===== config.mk =====
export PLATFORM = sky130hd
export DESIGN_NAME = sender_cdc_flat
export DESIGN_NICKNAME = d
export VERILOG_FILES = /design/src/rtl/sender_cdc_if.sv /design/src/rtl/sender_cdc.sv /design/src/flat_wrapper.sv
export SDC_FILE = /design/constraint.sdc
export NUM_CORES = 1
export LEC_CHECK = 0
export ABC_AREA = 1
export CORE_MARGIN = 3
export CORE_UTILIZATION = 50
export DETAILED_ROUTE_END_ITERATION = 8
export PLACE_DENSITY_LB_ADDON = 0.05
export SLEW_MARGIN = 20
export SYNTH_ARGS = -nofsm -noshare
export SYNTH_HDL_FRONTEND = slang
export SYNTH_SLANG_ARGS = --single-unit

===== constraint.sdc =====
create_clock -name out_clk -period 1.7 [get_ports out_clk]
set_input_delay 0.255 -clock out_clk [delete_from_list [all_inputs] [get_ports out_clk]]
set_output_delay 0.255 -clock out_clk [all_outputs]
set_load 0.03 [all_outputs]

===== src/rtl/sender_cdc_if.sv =====
// Parallel-in / serial-out bus between the producer side and sender_cdc.
// The master drives the word and its send request; the slave (serializer)
// returns the serial line and its busy flag.
interface sender_cdc_if #(
  parameter int unsigned WIDTH = 40
);
  logic [WIDTH-1:0] data;
  logic             in_valid;
  logic             sout;
  logic             busy;

  modport master (output data, output in_valid, input sout, input busy);
  modport slave  (input data, input in_valid, output sout, output busy);
endinterface


===== src/rtl/sender_cdc.sv =====
// sender_cdc: serializer for the nextasic path.
// Takes a quasi-static WIDTH-bit word plus an asynchronous send request,
// synchronizes and edge-detects the request, then shifts the word out
// MSB first, one bit per out_clk. Requests arriving while a frame is in
// flight are dropped; a request landing on the frame's final edge is
// accepted with no gap cycle.
// Optional feature: define SENDER_PARITY_EN to append an even-parity bit
// (XOR of all data bits) after the LSB, making frames WIDTH+1 bits long.
module sender_cdc #(
  parameter int unsigned WIDTH       = 40,
  parameter int unsigned SYNC_STAGES = 2,
  parameter bit          IDLE_LEVEL  = 1'b1
) (
  input  logic        out_clk,
  input  logic        reset,
  sender_cdc_if.slave bus
);

`ifdef SENDER_PARITY_EN
  localparam int unsigned FRAME_LEN = WIDTH + 1;
`else
  localparam int unsigned FRAME_LEN = WIDTH;
`endif
  localparam int unsigned    CNT_W    = $clog2(FRAME_LEN);
  localparam logic [CNT_W-1:0] LAST_CNT = CNT_W'(FRAME_LEN - 1);
`ifdef SENDER_PARITY_EN
  localparam logic [CNT_W-1:0] PAR_CNT  = CNT_W'(WIDTH - 1);
`endif

  typedef enum logic {
    IDLE  = 1'b0,
    SHIFT = 1'b1
  } state_e;

  state_e                 state_q, state_d;
  logic [SYNC_STAGES-1:0] sync_q;
  logic                   v_s;
  logic                   v_s_d_q;
  logic                   start;
  logic                   load;
  logic [WIDTH-1:0]       shreg_q, shreg_d;
  logic [CNT_W-1:0]       cnt_q, cnt_d;
  logic                   sout_q, sout_d;
  logic                   busy_q, busy_d;
`ifdef SENDER_PARITY_EN
  logic                   par_q, par_d;
`endif

  // Request synchronizer and rising-edge detector.
  always_ff @(posedge out_clk) begin
    if (reset) begin
      sync_q  <= '0;
      v_s_d_q <= 1'b0;
    end else begin
      sync_q  <= {sync_q[SYNC_STAGES-2:0], bus.in_valid};
      v_s_d_q <= v_s;
    end
  end

  assign v_s   = sync_q[SYNC_STAGES-1];
  assign start = v_s & ~v_s_d_q;

  // State, shifter and registered output flops.
  always_ff @(posedge out_clk) begin
    if (reset) begin
      state_q <= IDLE;
      shreg_q <= '0;
      cnt_q   <= '0;
      sout_q  <= IDLE_LEVEL;
      busy_q  <= 1'b0;
`ifdef SENDER_PARITY_EN
      par_q   <= 1'b0;
`endif
    end else begin
      state_q <= state_d;
      shreg_q <= shreg_d;
      cnt_q   <= cnt_d;
      sout_q  <= sout_d;
      busy_q  <= busy_d;
`ifdef SENDER_PARITY_EN
      par_q   <= par_d;
`endif
    end
  end

  // Next-state logic: idle/accept, shift one bit per clock, end-of-frame.
  always_comb begin
    state_d = state_q;
    shreg_d = shreg_q;
    cnt_d   = cnt_q;
    sout_d  = sout_q;
    busy_d  = busy_q;
    load    = 1'b0;
`ifdef SENDER_PARITY_EN
    par_d   = par_q;
`endif

    case (state_q)
      IDLE: begin
        sout_d = IDLE_LEVEL;
        busy_d = 1'b0;
        load   = start;
      end
      SHIFT: begin
        if (cnt_q == LAST_CNT) begin
          // Last bit has been on the line for a full clock.
          state_d = IDLE;
          sout_d  = IDLE_LEVEL;
          busy_d  = 1'b0;
          load    = start;
        end else begin
`ifdef SENDER_PARITY_EN
          if (cnt_q == PAR_CNT) begin
            sout_d = par_q;
          end else begin
            sout_d = shreg_q[WIDTH-1];
          end
`else
          sout_d  = shreg_q[WIDTH-1];
`endif
          shreg_d = {shreg_q[WIDTH-2:0], 1'b0};
          cnt_d   = cnt_q + CNT_W'(1);
        end
      end
      default: begin
        state_d = IDLE;
      end
    endcase

    // MSB goes straight to the line; the rest waits in the shifter.
    if (load) begin
      state_d = SHIFT;
      shreg_d = {bus.data[WIDTH-2:0], 1'b0};
      sout_d  = bus.data[WIDTH-1];
      cnt_d   = '0;
      busy_d  = 1'b1;
`ifdef SENDER_PARITY_EN
      par_d   = ^bus.data;
`endif
    end
  end

  assign bus.sout = sout_q;
  assign bus.busy = busy_q;

endmodule


===== src/flat_wrapper.sv =====
// flat-port wrapper written by rule: the top's interface ports become plain ports
module sender_cdc_flat 
#(
  parameter int unsigned WIDTH       = 40,
  parameter int unsigned SYNC_STAGES = 2,
  parameter bit          IDLE_LEVEL  = 1'b1
)
  (out_clk, reset, bus_data, bus_in_valid, bus_sout, bus_busy);
  sender_cdc_if #(.WIDTH(WIDTH)) bus_i ();
  input  logic out_clk;
  input  logic reset;
  input wire logic [$bits(bus_i.data)-1:0] bus_data;
  input wire logic [$bits(bus_i.in_valid)-1:0] bus_in_valid;
  output wire logic [$bits(bus_i.sout)-1:0] bus_sout;
  output wire logic [$bits(bus_i.busy)-1:0] bus_busy;
  assign bus_i.data = bus_data;
  assign bus_i.in_valid = bus_in_valid;
  assign bus_sout = bus_i.sout;
  assign bus_busy = bus_i.busy;
  sender_cdc #(.WIDTH(WIDTH), .SYNC_STAGES(SYNC_STAGES), .IDLE_LEVEL(IDLE_LEVEL)) u_core (.out_clk(out_clk), .reset(reset), .bus(bus_i));
endmodule

==> metrics.txt <==
# TYPE chip_impl_metric gauge
chip_impl_metric{name="num_clock_sinks",unit=""} 51
chip_impl_metric{name="yosysUniqueCellTypes",unit=""} 21
chip_impl_metric{name="max_cap_violations",unit=""} 0
chip_impl_info{name="cts_root_buffer",value="sky130_fd_sc_hd__clkbuf_8"} 1
chip_impl_info{name="global_route.peak_usage_layer",value="met2"} 1
chip_impl_metric{name="finalSetupViolations",unit=""} 0
chip_impl_metric{name="wire_length_reported_by_the_detailed_router",unit="mm"} 5.591
chip_impl_info{name="synth.cells.most_frequent",value="145 x sky130_fd_sc_hd__nand3_1, 58 x sky130_fd_sc_hd__nand2_1, 51 x sky130_fd_sc_hd__dfxtp_1"} 1
chip_impl_metric{name="postSynthCellCount",unit=""} 367
chip_impl_metric{name="grtUsageMet2",unit=""} 0.3288
chip_impl_info{name="critical_path.cell_chain",value="clkdlybuf4s50_1"} 1
chip_impl_metric{name="worst_slew_margin_rel",unit=""} 0.7953
chip_impl_metric{name="yosys_register_bits",unit=""} 51
chip_impl_info{name="cells_taking_the_most_area_after_synthesis",value="sky130_fd_sc_hd__dfxtp_1 40%, sky130_fd_sc_hd__nand3_1 28%, sky130_fd_sc_hd__nand2_1 8.5%"} 1
chip_impl_metric{name="clk_pin_slew_worst_paths",unit="ns"} 0.09
chip_impl_metric{name="post_synth.cell_area_avg",unit="µm²"} 6.992
chip_impl_info{name="tritoncts",value="built"} 1
chip_impl_metric{name="floorplan.die.width",unit="µm"} 77.64
chip_impl_info{name="synthMostInstantiatedCell",value="sky130_fd_sc_hd__nand3_1"} 1
chip_impl_metric{name="grt_use_total",unit=""} 0.1884
chip_impl_metric{name="vdd_drop_max",unit="mV"} 0.4715
chip_impl_metric{name="clock_tree.htree_level_count",unit=""} 2
chip_impl_metric{name="chipHeight",unit="µm"} 77.64
chip_impl_metric{name="post_cts_buffers",unit=""} 0
chip_impl_metric{name="syn_area",unit="mm²"} 0.002566
chip_impl_metric{name="post-synth-top-area-fraction",unit=""} 0.3979
chip_impl_metric{name="drt_first_iter_violations",unit=""} 154
chip_impl_metric{name="port_buffers",unit=""} 44
chip_impl_info{name="crit_type",value="reg -> out"} 1
chip_impl_metric{name="hold_vio_cnt_final",unit=""} 0
chip_impl_metric{name="tns",unit="ns"} 0
chip_impl_info{name="r2r-start",value="u_core.cnt_q[0]$_SDFFE_PP0P_"} 1
chip_impl_info{name="grt_setup_unrepaired",value="false"} 1
chip_impl_metric{name="power.leakage",unit="nW"} 1.570
chip_impl_metric{name="detailedPlacementHpwl",unit="mm"} 3.816
chip_impl_metric{name="routedWlPerCell",unit="µm"} 11.87
chip_impl_metric{name="cts_inserted_buffers",unit=""} 5
chip_impl_metric{name="global_route_track_usage_on_met3",unit=""} 0.03828
chip_impl_metric{name="grt_pass1_vias",unit=""} 2154
chip_impl_info{name="r2r-end",value="u_core.shreg_q[11]$_SDFFE_PP0P_"} 1
chip_impl_metric{name="critical_path.max_fanout",unit=""} 2
chip_impl_metric{name="fin_crit",unit="ns"} 1.569
chip_impl_metric{name="critPathBufInv",unit=""} 1
chip_impl_metric{name="worst_path_largest_cell_delay",unit="ns"} 0.67
chip_impl_metric{name="n_antenna_cell",unit=""} 0
chip_impl_metric{name="finalInstanceArea",unit="mm²"} 0.003167
chip_impl_metric{name="grt_start_max_net_pins",unit=""} 39
chip_impl_metric{name="design.core.area",unit="mm²"} 0.004848
chip_impl_metric{name="max_freq",unit="GHz"} 0.6375
chip_impl_info{name="origin_of_the_worst_min_delay_path",value="u_core.sync_q[0]$_SDFF_PP0_"} 1
chip_impl_metric{name="hold_depth",unit=""} 2
chip_impl_info{name="main_flop_type_after_synthesis",value="sky130_fd_sc_hd__dfxtp_1"} 1
chip_impl_metric{name="placement.cell_area",unit="mm²"} 0.003067
chip_impl_metric{name="wire_length_of_the_first_global_routing_pass",unit="mm"} 9.418
chip_impl_metric{name="remaining_drc_errors",unit=""} 0
chip_impl_info{name="critical_path.top_delay_family",value="buffers and inverters"} 1
chip_impl_metric{name="sequential_cell_area",unit="mm²"} 0.001021
chip_impl_metric{name="avgViaCountPerCell",unit=""} 5.125
chip_impl_metric{name="finish.utilization",unit=""} 0.6532
chip_impl_metric{name="asyncSetResetFlopFracSynth",unit=""} 0
chip_impl_metric{name="grt.met1_usage",unit=""} 0.2334
chip_impl_metric{name="insertion_delay",unit="ns"} 0.30
chip_impl_metric{name="design.die.area",unit="mm²"} 0.006028
chip_impl_metric{name="num_rows",unit=""} 25
chip_impl_metric{name="drive_above_1_share",unit=""} 0.08911
chip_impl_metric{name="r2r.worst_path.cells",unit=""} 8
chip_impl_info{name="cp_slowest_cell",value="sky130_fd_sc_hd__clkdlybuf4s50_1"} 1
chip_impl_info{name="yosysTopAreaCell",value="sky130_fd_sc_hd__dfxtp_1"} 1
chip_impl_metric{name="cp.required",unit="ns"} 1.44
chip_impl_metric{name="top_level_ports",unit=""} 45
chip_impl_metric{name="postRouteAntennaNets",unit=""} 0
chip_impl_metric{name="cts.hold.buffers_added",unit=""} 0
chip_impl_metric{name="routability_congestion",unit=""} 0.8218
chip_impl_metric{name="initial_core_util",unit=""} 0.5293
chip_impl_metric{name="fin_total_pwr",unit="W"} 0.002340
chip_impl_metric{name="synth-warning-count",unit=""} 0
chip_impl_metric{name="synth_edf_count",unit=""} 0
chip_impl_metric{name="tightestPinTransition",unit="ns"} 0.3061
chip_impl_metric{name="ctsResizeCount",unit=""} 0
chip_impl_metric{name="synth_seq_area_share",unit=""} 0.3979
chip_impl_metric{name="nNetsFinal",unit=""} 447
chip_impl_metric{name="post_layout_instance_count_excluding_filler_cells",unit=""} 471
chip_impl_metric{name="filler_cell_count",unit=""} 460
chip_impl_info{name="startpoint_type",value="flip-flop"} 1
chip_impl_metric{name="detail_route.first_pass.iterations",unit=""} 4
chip_impl_metric{name="via_count",unit=""} 2414
chip_impl_metric{name="globalRouteOverflowTotal",unit=""} 0
chip_impl_metric{name="worst-endpoint-arrival",unit="ns"} 1.31
chip_impl_metric{name="power.density",unit="mW/mm²"} 738.8
chip_impl_metric{name="synth_fp_nets",unit=""} 411
chip_impl_metric{name="final_period_utilization",unit=""} 0.9227
chip_impl_info{name="run_status",value="finished, final reports clean"} 1
chip_impl_info{name="min_path_type",value="reg -> reg"} 1
chip_impl_metric{name="multi_input_comb_area",unit="mm²"} 0.001204
chip_impl_metric{name="antenna_found_initial",unit=""} 0
chip_impl_metric{name="final_max_slew_viol_count",unit=""} 0
chip_impl_info{name="cp-end-kind",value="output port"} 1
chip_impl_info{name="worstHoldEndpoint",value="u_core.sync_q[1]$_SDFF_PP0_"} 1
chip_impl_metric{name="clk_path_buf_depth",unit=""} 2
chip_impl_metric{name="fin_worst_skew",unit="ns"} 0.002307
chip_impl_metric{name="syn_to_layout_area_delta",unit="%"} 23.40
chip_impl_metric{name="setup_slack_on_the_worst_flop_to_flop_path",unit="ns"} 0.20
chip_impl_metric{name="dp.cells",unit=""} 463
cells by family (layout without fill, tap and decap cells):
group           Yosys count  after routing  share of synthesized area
compound gates            7              7                    0.01414
xor+xnor                  3              3                    0.01024
fa+ha+maj                 1              1                   0.004875
buf+inv                  79            116                     0.1360
flops                    51             51                     0.3979
simple gates            226            226                     0.4369
cell usage in the layout, fill, tap and decap left out:
| cell | count |
|---|---|
| sky130_fd_sc_hd__buf_4 | 12 |
| sky130_fd_sc_hd__nand3_2 | 10 |
| sky130_fd_sc_hd__nand2_4 | 1 |
| sky130_fd_sc_hd__a21oi_1 | 6 |
| sky130_fd_sc_hd__clkbuf_1 | 1 |
| sky130_fd_sc_hd__clkbuf_8 | 7 |
| sky130_fd_sc_hd__inv_2 | 1 |
| sky130_fd_sc_hd__nor2_2 | 1 |
| sky130_fd_sc_hd__nand2_1 | 58 |
| sky130_fd_sc_hd__buf_12 | 2 |
| sky130_fd_sc_hd__nor2_1 | 7 |
| sky130_fd_sc_hd__inv_1 | 49 |
| sky130_fd_sc_hd__dfxtp_1 | 51 |
| sky130_fd_sc_hd__ha_1 | 1 |
| sky130_fd_sc_hd__nor2_4 | 1 |
| sky130_fd_sc_hd__nand3_4 | 1 |
| sky130_fd_sc_hd__nand4_1 | 2 |
| sky130_fd_sc_hd__nand3_1 | 145 |
| sky130_fd_sc_hd__clkdlybuf4s50_1 | 44 |
| sky130_fd_sc_hd__o22ai_1 | 1 |
| sky130_fd_sc_hd__xor2_1 | 3 |
flip-flops by register name (all words and copies together), names as in the netlist:
signal,flops
u_core.bus.sout,1
u_core.sync_q,2
u_core.shreg_q,39
u_core.bus.busy,1
u_core.v_s_d_q,1
u_core.state_q,1
u_core.cnt_q,6
stage by stage:
stage	hold slack, ns	worst slack (ns)
final	0.4166	0.1314
after global routing	0.4382	0.09377
after CTS	0.4206	0.1197
after detailed placement	0.4074	0.2171
after global placement	0.4014	0.2115
after floorplan	0.3241	0.3345
final cells by class:
class	instances	share of cell area
Clock buffer	8	0.03161
Multi-Input combinational cell	237	0.3801
Sequential cell	51	0.3224
Timing Repair Buffer	58	0.1802
Tap cell	67	0.02647
Inverter	50	0.05927
layer usage:
| layer | wire length, µm | up-vias |
|---|---|---|
| li1 | - | 1267 |
| met1 | 2555 | 1100 |
| met2 | 2774 | 42 |
| met3 | 214 | 5 |
| met4 | 46 | 0 |
| met5 | 0 | - |
worst max-delay path by stage:
stage                                       from                              end  cells after the start
CTS                 u_core.bus.busy$_SDFFE_PP0P_                         bus_busy                      1
global route          u_core.bus.sout$_SDFF_PP1_                         bus_sout                      1
global placement    u_core.cnt_q[0]$_SDFFE_PP0P_  u_core.shreg_q[10]$_SDFFE_PP0P_                      8
floorplan           u_core.cnt_q[0]$_SDFFE_PP0P_  u_core.shreg_q[10]$_SDFFE_PP0P_                      8
detailed placement  u_core.cnt_q[0]$_SDFFE_PP0P_  u_core.shreg_q[11]$_SDFFE_PP0P_                      8
finish              u_core.bus.busy$_SDFFE_PP0P_                         bus_busy                      1
power by group:
group	switching [W]	total, W	leakage [nW]	internal, W
Clock	0.000385	0.000757	0.0515	0.000372
Combinational	0.000160	0.000324	1.10	0.000164
Sequential	0.0000237	0.00126	0.414	0.00124
Total	0.000568	0.00234	1.57	0.00177
worst register-to-register path: cells and delay by family, from the launching register on:
family                   cells  cell delay (ns)
adder cells (fa/ha/maj)      1             0.28
buffers and inverters        2             0.28
flip-flops                   1             0.40
AND/OR/NAND/NOR              5             0.50
No activity file was read; power rests on OpenSTA's default activity.
